File: src/rtl/mux_config_loader.sv
// mux_config_loader: serial configuration loader for a row of switch-box
// input multiplexers. Frames of PAYLOAD selector bits plus an even-parity
// bit are shifted into a shadow register and committed atomically to
// config_out. Code 7 on any selector turns that mux off, so reset loads
// all-ones.
// Optional build macro: MUX_CONFIG_READBACK_EN. When it is defined, the
// shadow is loaded from config_out on cfg_start, and the previous active
// configuration shifts out on cfg_rdbk, MSB first, while the new frame
// shifts in.
module mux_config_loader #(
    parameter int unsigned NUM_MUX = 4,
    parameter int unsigned SEL_W   = 3
) (
    input  logic                       clk,
    input  logic                       rst,
    input  logic                       cfg_start,
    input  logic                       cfg_bit,
    input  logic                       cfg_valid,
    output logic                       cfg_ready,
    output logic                       cfg_busy,
    output logic                       cfg_done,
    output logic                       cfg_err,
    output logic [NUM_MUX*SEL_W-1:0]   config_out,
    output logic                       cfg_rdbk
);

    localparam int unsigned PAYLOAD = NUM_MUX * SEL_W;
    localparam int unsigned CNT_W   = $clog2(PAYLOAD + 1);

    typedef enum logic [1:0] {
        IDLE   = 2'd0,
        SHIFT  = 2'd1,
        PARITY = 2'd2,
        COMMIT = 2'd3
    } state_t;

    state_t               state;
    state_t               state_nxt;
    logic [PAYLOAD-1:0]   shadow;
    logic [PAYLOAD-1:0]   shadow_nxt;
    logic [PAYLOAD-1:0]   config_nxt;
    logic [CNT_W-1:0]     cnt;
    logic [CNT_W-1:0]     cnt_nxt;
    logic                 par;
    logic                 par_nxt;
    logic                 err_nxt;
    logic                 done_nxt;
    logic                 ready_nxt;
    logic                 busy_nxt;
    logic                 rdbk_nxt;

    // Next-state, datapath and registered-output decode
    always_comb begin
        state_nxt  = state;
        shadow_nxt = shadow;
        config_nxt = config_out;
        cnt_nxt    = cnt;
        par_nxt    = par;
        err_nxt    = cfg_err;
        done_nxt   = 1'b0;

        case (state)
            IDLE: begin
                if (cfg_start) begin
                    state_nxt = SHIFT;
                    cnt_nxt   = '0;
                    par_nxt   = 1'b0;
                    err_nxt   = 1'b0;
`ifdef MUX_CONFIG_READBACK_EN
                    shadow_nxt = config_out;
`endif
                end
            end
            SHIFT: begin
                if (cfg_valid) begin
                    shadow_nxt = {shadow[PAYLOAD-2:0], cfg_bit};
                    par_nxt    = par ^ cfg_bit;
                    cnt_nxt    = cnt + CNT_W'(1);
                    if (cnt == CNT_W'(PAYLOAD - 1)) begin
                        state_nxt = PARITY;
                    end
                end
            end
            PARITY: begin
                if (cfg_valid) begin
                    if ((par ^ cfg_bit) == 1'b0) begin
                        state_nxt = COMMIT;
                    end else begin
                        err_nxt   = 1'b1;
                        state_nxt = IDLE;
                    end
                end
            end
            COMMIT: begin
                config_nxt = shadow;
                done_nxt   = 1'b1;
                state_nxt  = IDLE;
            end
            default: begin
                state_nxt = IDLE;
            end
        endcase

        ready_nxt = (state_nxt == SHIFT) || (state_nxt == PARITY);
        busy_nxt  = (state_nxt != IDLE);
`ifdef MUX_CONFIG_READBACK_EN
        rdbk_nxt  = (state_nxt == SHIFT) ? shadow_nxt[PAYLOAD-1] : 1'b0;
`else
        rdbk_nxt  = 1'b0;
`endif
    end

    // State, datapath and output registers with synchronous reset
    always_ff @(posedge clk) begin
        if (rst) begin
            state      <= IDLE;
            shadow     <= '1;
            config_out <= '1;
            cnt        <= '0;
            par        <= 1'b0;
            cfg_err    <= 1'b0;
            cfg_done   <= 1'b0;
            cfg_ready  <= 1'b0;
            cfg_busy   <= 1'b0;
            cfg_rdbk   <= 1'b0;
        end else begin
            state      <= state_nxt;
            shadow     <= shadow_nxt;
            config_out <= config_nxt;
            cnt        <= cnt_nxt;
            par        <= par_nxt;
            cfg_err    <= err_nxt;
            cfg_done   <= done_nxt;
            cfg_ready  <= ready_nxt;
            cfg_busy   <= busy_nxt;
            cfg_rdbk   <= rdbk_nxt;
        end
    end

endmodule

File: config.mk
export PLATFORM = sky130hd
export DESIGN_NAME = mux_config_loader
export DESIGN_NICKNAME = d
export VERILOG_FILES = /design/src/rtl/mux_config_loader.sv
export SDC_FILE = /design/constraint.sdc
export NUM_CORES = 1
export LEC_CHECK = 0
export ABC_CLOCK_PERIOD_IN_PS = 1400
export BUFFER_PORTS_ARGS = -buffer_cell sky130_fd_sc_hd__buf_4
export CORE_MARGIN = 4
export CORE_UTILIZATION = 40
export DETAILED_ROUTE_END_ITERATION = 8
export GPL_TIMING_DRIVEN = 1
export MAX_ROUTING_LAYER = met4
export PLACE_DENSITY = 0.7
export SLEW_MARGIN = 20
export SYNTH_ARGS = -nofsm -noshare
export SYNTH_HDL_FRONTEND = slang
export SYNTH_SLANG_ARGS = --single-unit
export TNS_END_PERCENT = 50
File: constraint.sdc
create_clock -name clk -period 1.4 [get_ports clk]
set_input_delay 0.42 -clock clk [delete_from_list [all_inputs] [get_ports clk]]
set_output_delay 0.42 -clock clk [all_outputs]
set_load 0.03 [all_outputs]
## After elaboration in Yosys (flattened, before gate mapping)

Index checks and enable logic that the tools add are counted.

| word-level totals | value |
|---|---|
| input port bits | 5 |
| register bits after elaboration | 35 |

| cells by class | value |
|---|---|
| add/sub/neg operators | 1 |
| equality and inequality tests | 10 |
| bitwise gates (word level) | 1 |
| mux-type cells | 16 |
| reduce and logical (&&, ||, !) cells | 8 |

Operators with widths:

| cell | count |
|---|---|
| 2-to-1 mux 2 bit | 5 |
| 2-to-1 mux 4 bit | 2 |
| != test 2 bit (second input constant) | 4 |
| one-hot mux 2 bit (4 select lines) | 1 |
| one-hot mux 4 bit (2 select lines) | 1 |
| equality test 2 bit (second input constant) | 3 |
| nonzero test 2 bit | 3 |
| 2-to-1 mux 1 bit | 5 |
| adder 4 x 1 -> 4 bit (second input constant) | 1 |
| equality test 2 x 1 -> 1 bit (second input constant) | 2 |
| equality test 4 bit (second input constant) | 1 |
| one-hot mux 1 bit (2 select lines) | 2 |
| AND reduction 4 bit | 1 |
| AND reduction 3 bit | 1 |
| zero test 2 bit | 1 |
| AND reduction 2 bit | 1 |
| logical OR 1 bit | 1 |
| bitwise XOR 1 bit | 1 |

## Longest topological paths before layout

| depth | value |
|---|---|
| depth in word-level cells | 6 |
| depth in mapped cells | 7 |

## Worst setup path before layout

OpenSTA, ideal clock, no wires.

| path | value |
|---|---|
| path kind | reg-to-reg |
| from | register state[0] |
| to | register cfg_ready |
| required time | 1.272 ns |
| library setup time | 0.128 ns |
| slack | -0.093 ns |
| stages on the path, launching flop included | 8 |
| arrival | 1.366 ns |
| buffers on the path | 2 |
| cells stage by stage | dfxtp_1 buf_2 clkbuf_1 nand3b_1 nor2_1 a21oi_1 ha_1 nor2b_1 |

| between the ends | value |
|---|---|
| longest elaborated chain between the ends | 5 |

RTL lines:

| what | RTL line | text |
|---|---|---|
| from (decl) | 37 | `state_t state;` |
| from (signal assigned) | 127 | `state <= state_nxt;` |
| 2-to-1 mux 2 bit | 79 | `if (cnt == CNT_W'(PAYLOAD - 1)) begin` |
| 2-to-1 mux 2 bit | 75 | `if (cfg_valid) begin` |
| one-hot mux 2 bit (4 select lines) (*) | 62 | `case (state)` |
| equality test 2 x 1 -> 1 bit / equality test 2 bit (equally long branches) | 104 | `ready_nxt = (state_nxt == SHIFT) \|\| (state_nxt == PARITY);` |
| logical OR 1 bit (*) | 104 |  |
| named net ready_nxt | 48 | `logic ready_nxt;` |
| to (signal assigned) | 134 | `cfg_ready <= ready_nxt;` |
| to (decl) | 19 | `output logic cfg_ready,` |

The timed path passes the listed nets; every way through them passes the cells marked *.
A chain may end at the register's enable or synchronous reset.

## Worst setup path in the final report

| path | value |
|---|---|
| from | register cnt[1] |
| to | register cfg_ready |

| between the ends | value |
|---|---|
| longest elaborated chain between the ends | 6 |

RTL lines:

| what | RTL line | text |
|---|---|---|
| from (decl) | 42 | `logic [CNT_W-1:0] cnt;` |
| from (signal assigned) | 130 | `cnt <= cnt_nxt;` |
| equality test 4 bit (*) | 79 |  |
| 2-to-1 mux 2 bit (*) | 79 |  |
| 2-to-1 mux 2 bit (*) | 75 |  |
| one-hot mux 2 bit (4 select lines) (*) | 62 |  |
| equality test 2 x 1 -> 1 bit / equality test 2 bit (equally long branches) | 104 |  |
| logical OR 1 bit (*) | 104 |  |
| named net ready_nxt | 48 |  |

Marked as above.

==> impl_metrics.yaml <==
pwr:
  power.leakage_nw: 0.775
  powerDensity_nw_per_um2: 988
  peakVddDrop_v: 0.000503
hold_path:
  hold_end: "cfg_err"
  hold_path_startpoint: "cfg_valid"
  hold_class: "input port to register"
  hold_depth: 3
final_layout:
  fin_util_pct: 52.3
  multiInputGateArea_um2: 679
  nNetsFinal: 191
  diodes: 0
  n_fill_cell: 337
  seq_area_um2: 706
  area_growth_pct: 24.8
  drive_above_1_share_pct: 29.7
  fin_area_um2: 1760
  final_cells: 231
placement:
  dpl_cell_area_um2: 1690
  port_buffers: 20
  dpl.hpwl_mm: 2.04
  place_congestion: 0.909
  dp.cells: 223
global_route:
  grt_pass1_vias: 1145
  grt_max_degree: 35
  grt_overflow_total: 0
  grt_pass1_wl_mm: 5.13
  antenna_found_initial: 0
  grtUsageTotal_pct: 15.5
die:
  fp.dieW_um: 67.3
  start_util_pct: 41.9
  core_um2: 3360
  die_y_um: 67.3
  ios: 22
  fp.dieArea_um2: 4540
  rows: 21
worst_setup_path:
  required_ns: 1.63
  cpPeakStageDelay_ns: 0.38
  slowest_stage: "dfxtp_2"
  r2r_start: "cnt[1]"
  rrSetupSlack_ns: -0.09
  rr_worst_depth: 6
  start_kind: "register"
  crit_chain: "ha_4, nand4_1, or2_4, a21oi_2, ha_1, nor2b_1"
  crit_type: "register to register"
  cp-end-kind: "register"
  worst_r2r_endpoint: "cfg_ready"
  worstPathArrival_ns: 1.71
  worstPathMaxFanout: 2
clock_tree:
  ctsHoldBuffers: 0
  cts.sinks: 35
  cts_tree: "built"
  cts_buffer_depth: 2
  clock_latency_ns: 0.35
  numCtsBuffers: 5
  root_buffer: "clkbuf_4"
  path_clk_slew_ns: 0.11
  htree_levels: 2
synthesis:
  synth-edff-count: 0
  synth_cells: 155
  synthArstFlopShare_pct: 0
  synth_fp_nets: 162
  synthesis.area_um2: 1410
  ys_ff_latch: 35
  yosysSeqAreaShare_pct: 49.7
  ys.flop_type: "dfxtp_1"
  syn_avg_cell_area_um2: 9.09
  yosys_warnings: 0
  synth.distinct_cells: 34
timing:
  period_minus_slack_ns: 1.49
  slew_violations: 0
  setup_viol: 1
  finalHoldViolations: 0
  rsz0062_at_grt: "true"
  fin_ws_ns: -0.0877
  max_freq_mhz: 672
  final.setup_skew_ns: 0.0108
  min_period_over_period_pct: 106
run_status:
  violations: "setup timing"
  status: "finished, violations left"
routing:
  vias: 1229
  ant_nets: 0
  drt_iter0_markers: 74
  wl_per_cell_um: 13.4
  wl_mm: 3.09
  drc: 0
  drt_pass1_iterations: 4
  detail_route.vias_per_cell: 5.32
job:
  maxCapViolations: 0
[synth_stat cells (2+ instances only)]
master / n / area, um^2
nor3_1: 3 / 15.0
nand2_1: 25 / 93.8
buf_2: 3 / 15.0
ha_1: 2 / 25.0
a211o_1: 12 / 105
and3_1: 12 / 75.1
clkbuf_1: 8 / 30.0
inv_1: 2 / 7.51
nor2_1: 9 / 33.8
o21ai_0: 4 / 20.0
dfxtp_1: 35 / 701
nand3b_1: 15 / 113
a21oi_1: 4 / 20.0
[layout by cell type (no fill, tap or decap), types with 3 or more instances in the layout]
cell type,instances
a211o_1,12
a21oi_1,3
and3_1,12
buf_4,34
clkbuf_4,5
clkinv_2,3
dfxtp_1,31
dfxtp_2,4
nand2_1,25
nand3b_1,15
nor2_1,9
o21ai_0,4
[timing repair]
item                                    4_1_cts  5_1_grt
endpoints found under the setup margin        1        3
resized for setup                             3        1
buffers inserted                              0        0
pin swaps                                     1        0
[power by group]
part	internal [mW]	switching [mW]	leakage, nW
registers	1.03	0.0232	0.287
logic	0.0695	0.0913	0.453
clock network	0.187	0.340	0.0347
total	1.28	0.455	0.775
[metal layers]
metal	global-route usage (%)	share of wire, %	up-vias
met1	17.0	43	584
met4	5.32	1.8	0
met2	25.6	49	37
met5	-	0	-
met3	6.16	6.0	12
li1	-	-	596
[final cells by class]
cell class	count	share of cell area [%]
clock buffers	5	2.14
clock inverters	3	0.854
inverters	2	0.427
multi-input cells	106	38.6
flip-flops and latches	35	40.1
well taps	46	3.27
repair buffers	34	14.5
[worst max-delay path, delay by kind of cell, from the launching register on]
family / cells / cell delay [ns]
DFF: 1 / 0.38
AOI/OAI and AO/OA: 1 / 0.12
and+or+nand+nor: 3 / 0.51
adders and majority gates: 2 / 0.37
[logic make-up (layout without fill, tap and decap cells)]
family / count (synthesis) / count (layout) / share of synthesized area, %
AOI/OAI and AO/OA: 28 / 28 / 14.8
xor gates and xnor gates: 1 / 1 / 0.622
adders and majority gates: 2 / 2 / 1.78
buffers and inverters: 14 / 44 / 4.26
DFF: 35 / 35 / 49.7
muxes: 1 / 1 / 0.711
other: 1 / 1 / 0.266
and+or+nand+nor: 73 / 73 / 27.8
[worst max path at each step]
stage	startpoint	endpoint
final	cnt[1]	cfg_ready
after global routing	cnt[1]	cfg_ready
after CTS	cnt[1]	cfg_ready
after detailed placement	cfg_bit	cfg_ready
after global placement	cfg_bit	cfg_ready
after floorplan	cnt[0]	cfg_ready
[metrics by stage]
stage               hold WS (ns)  setup WS, ns  power, mW  TNS [ns]
floorplan                  0.432       0.00256       1.18         0
detailed placement         0.452        -0.192       1.23    -0.207
CTS                        0.392       -0.0963       1.76   -0.0963
finish                     0.407       -0.0877       1.74   -0.0877
global placement           0.447        -0.139       1.22    -0.139
global route               0.405        -0.159       1.83    -0.165
[sequential cells by signal, indices dropped and copies added (netlist names)]
| register | count |
|---|---|
| cfg_busy | 1 |
| cfg_done | 1 |
| cfg_err | 1 |
| cfg_ready | 1 |
| cnt | 4 |
| config_out | 12 |
| par | 1 |
| shadow | 12 |
| state | 2 |
No activity file was read; power rests on OpenSTA's default activity.
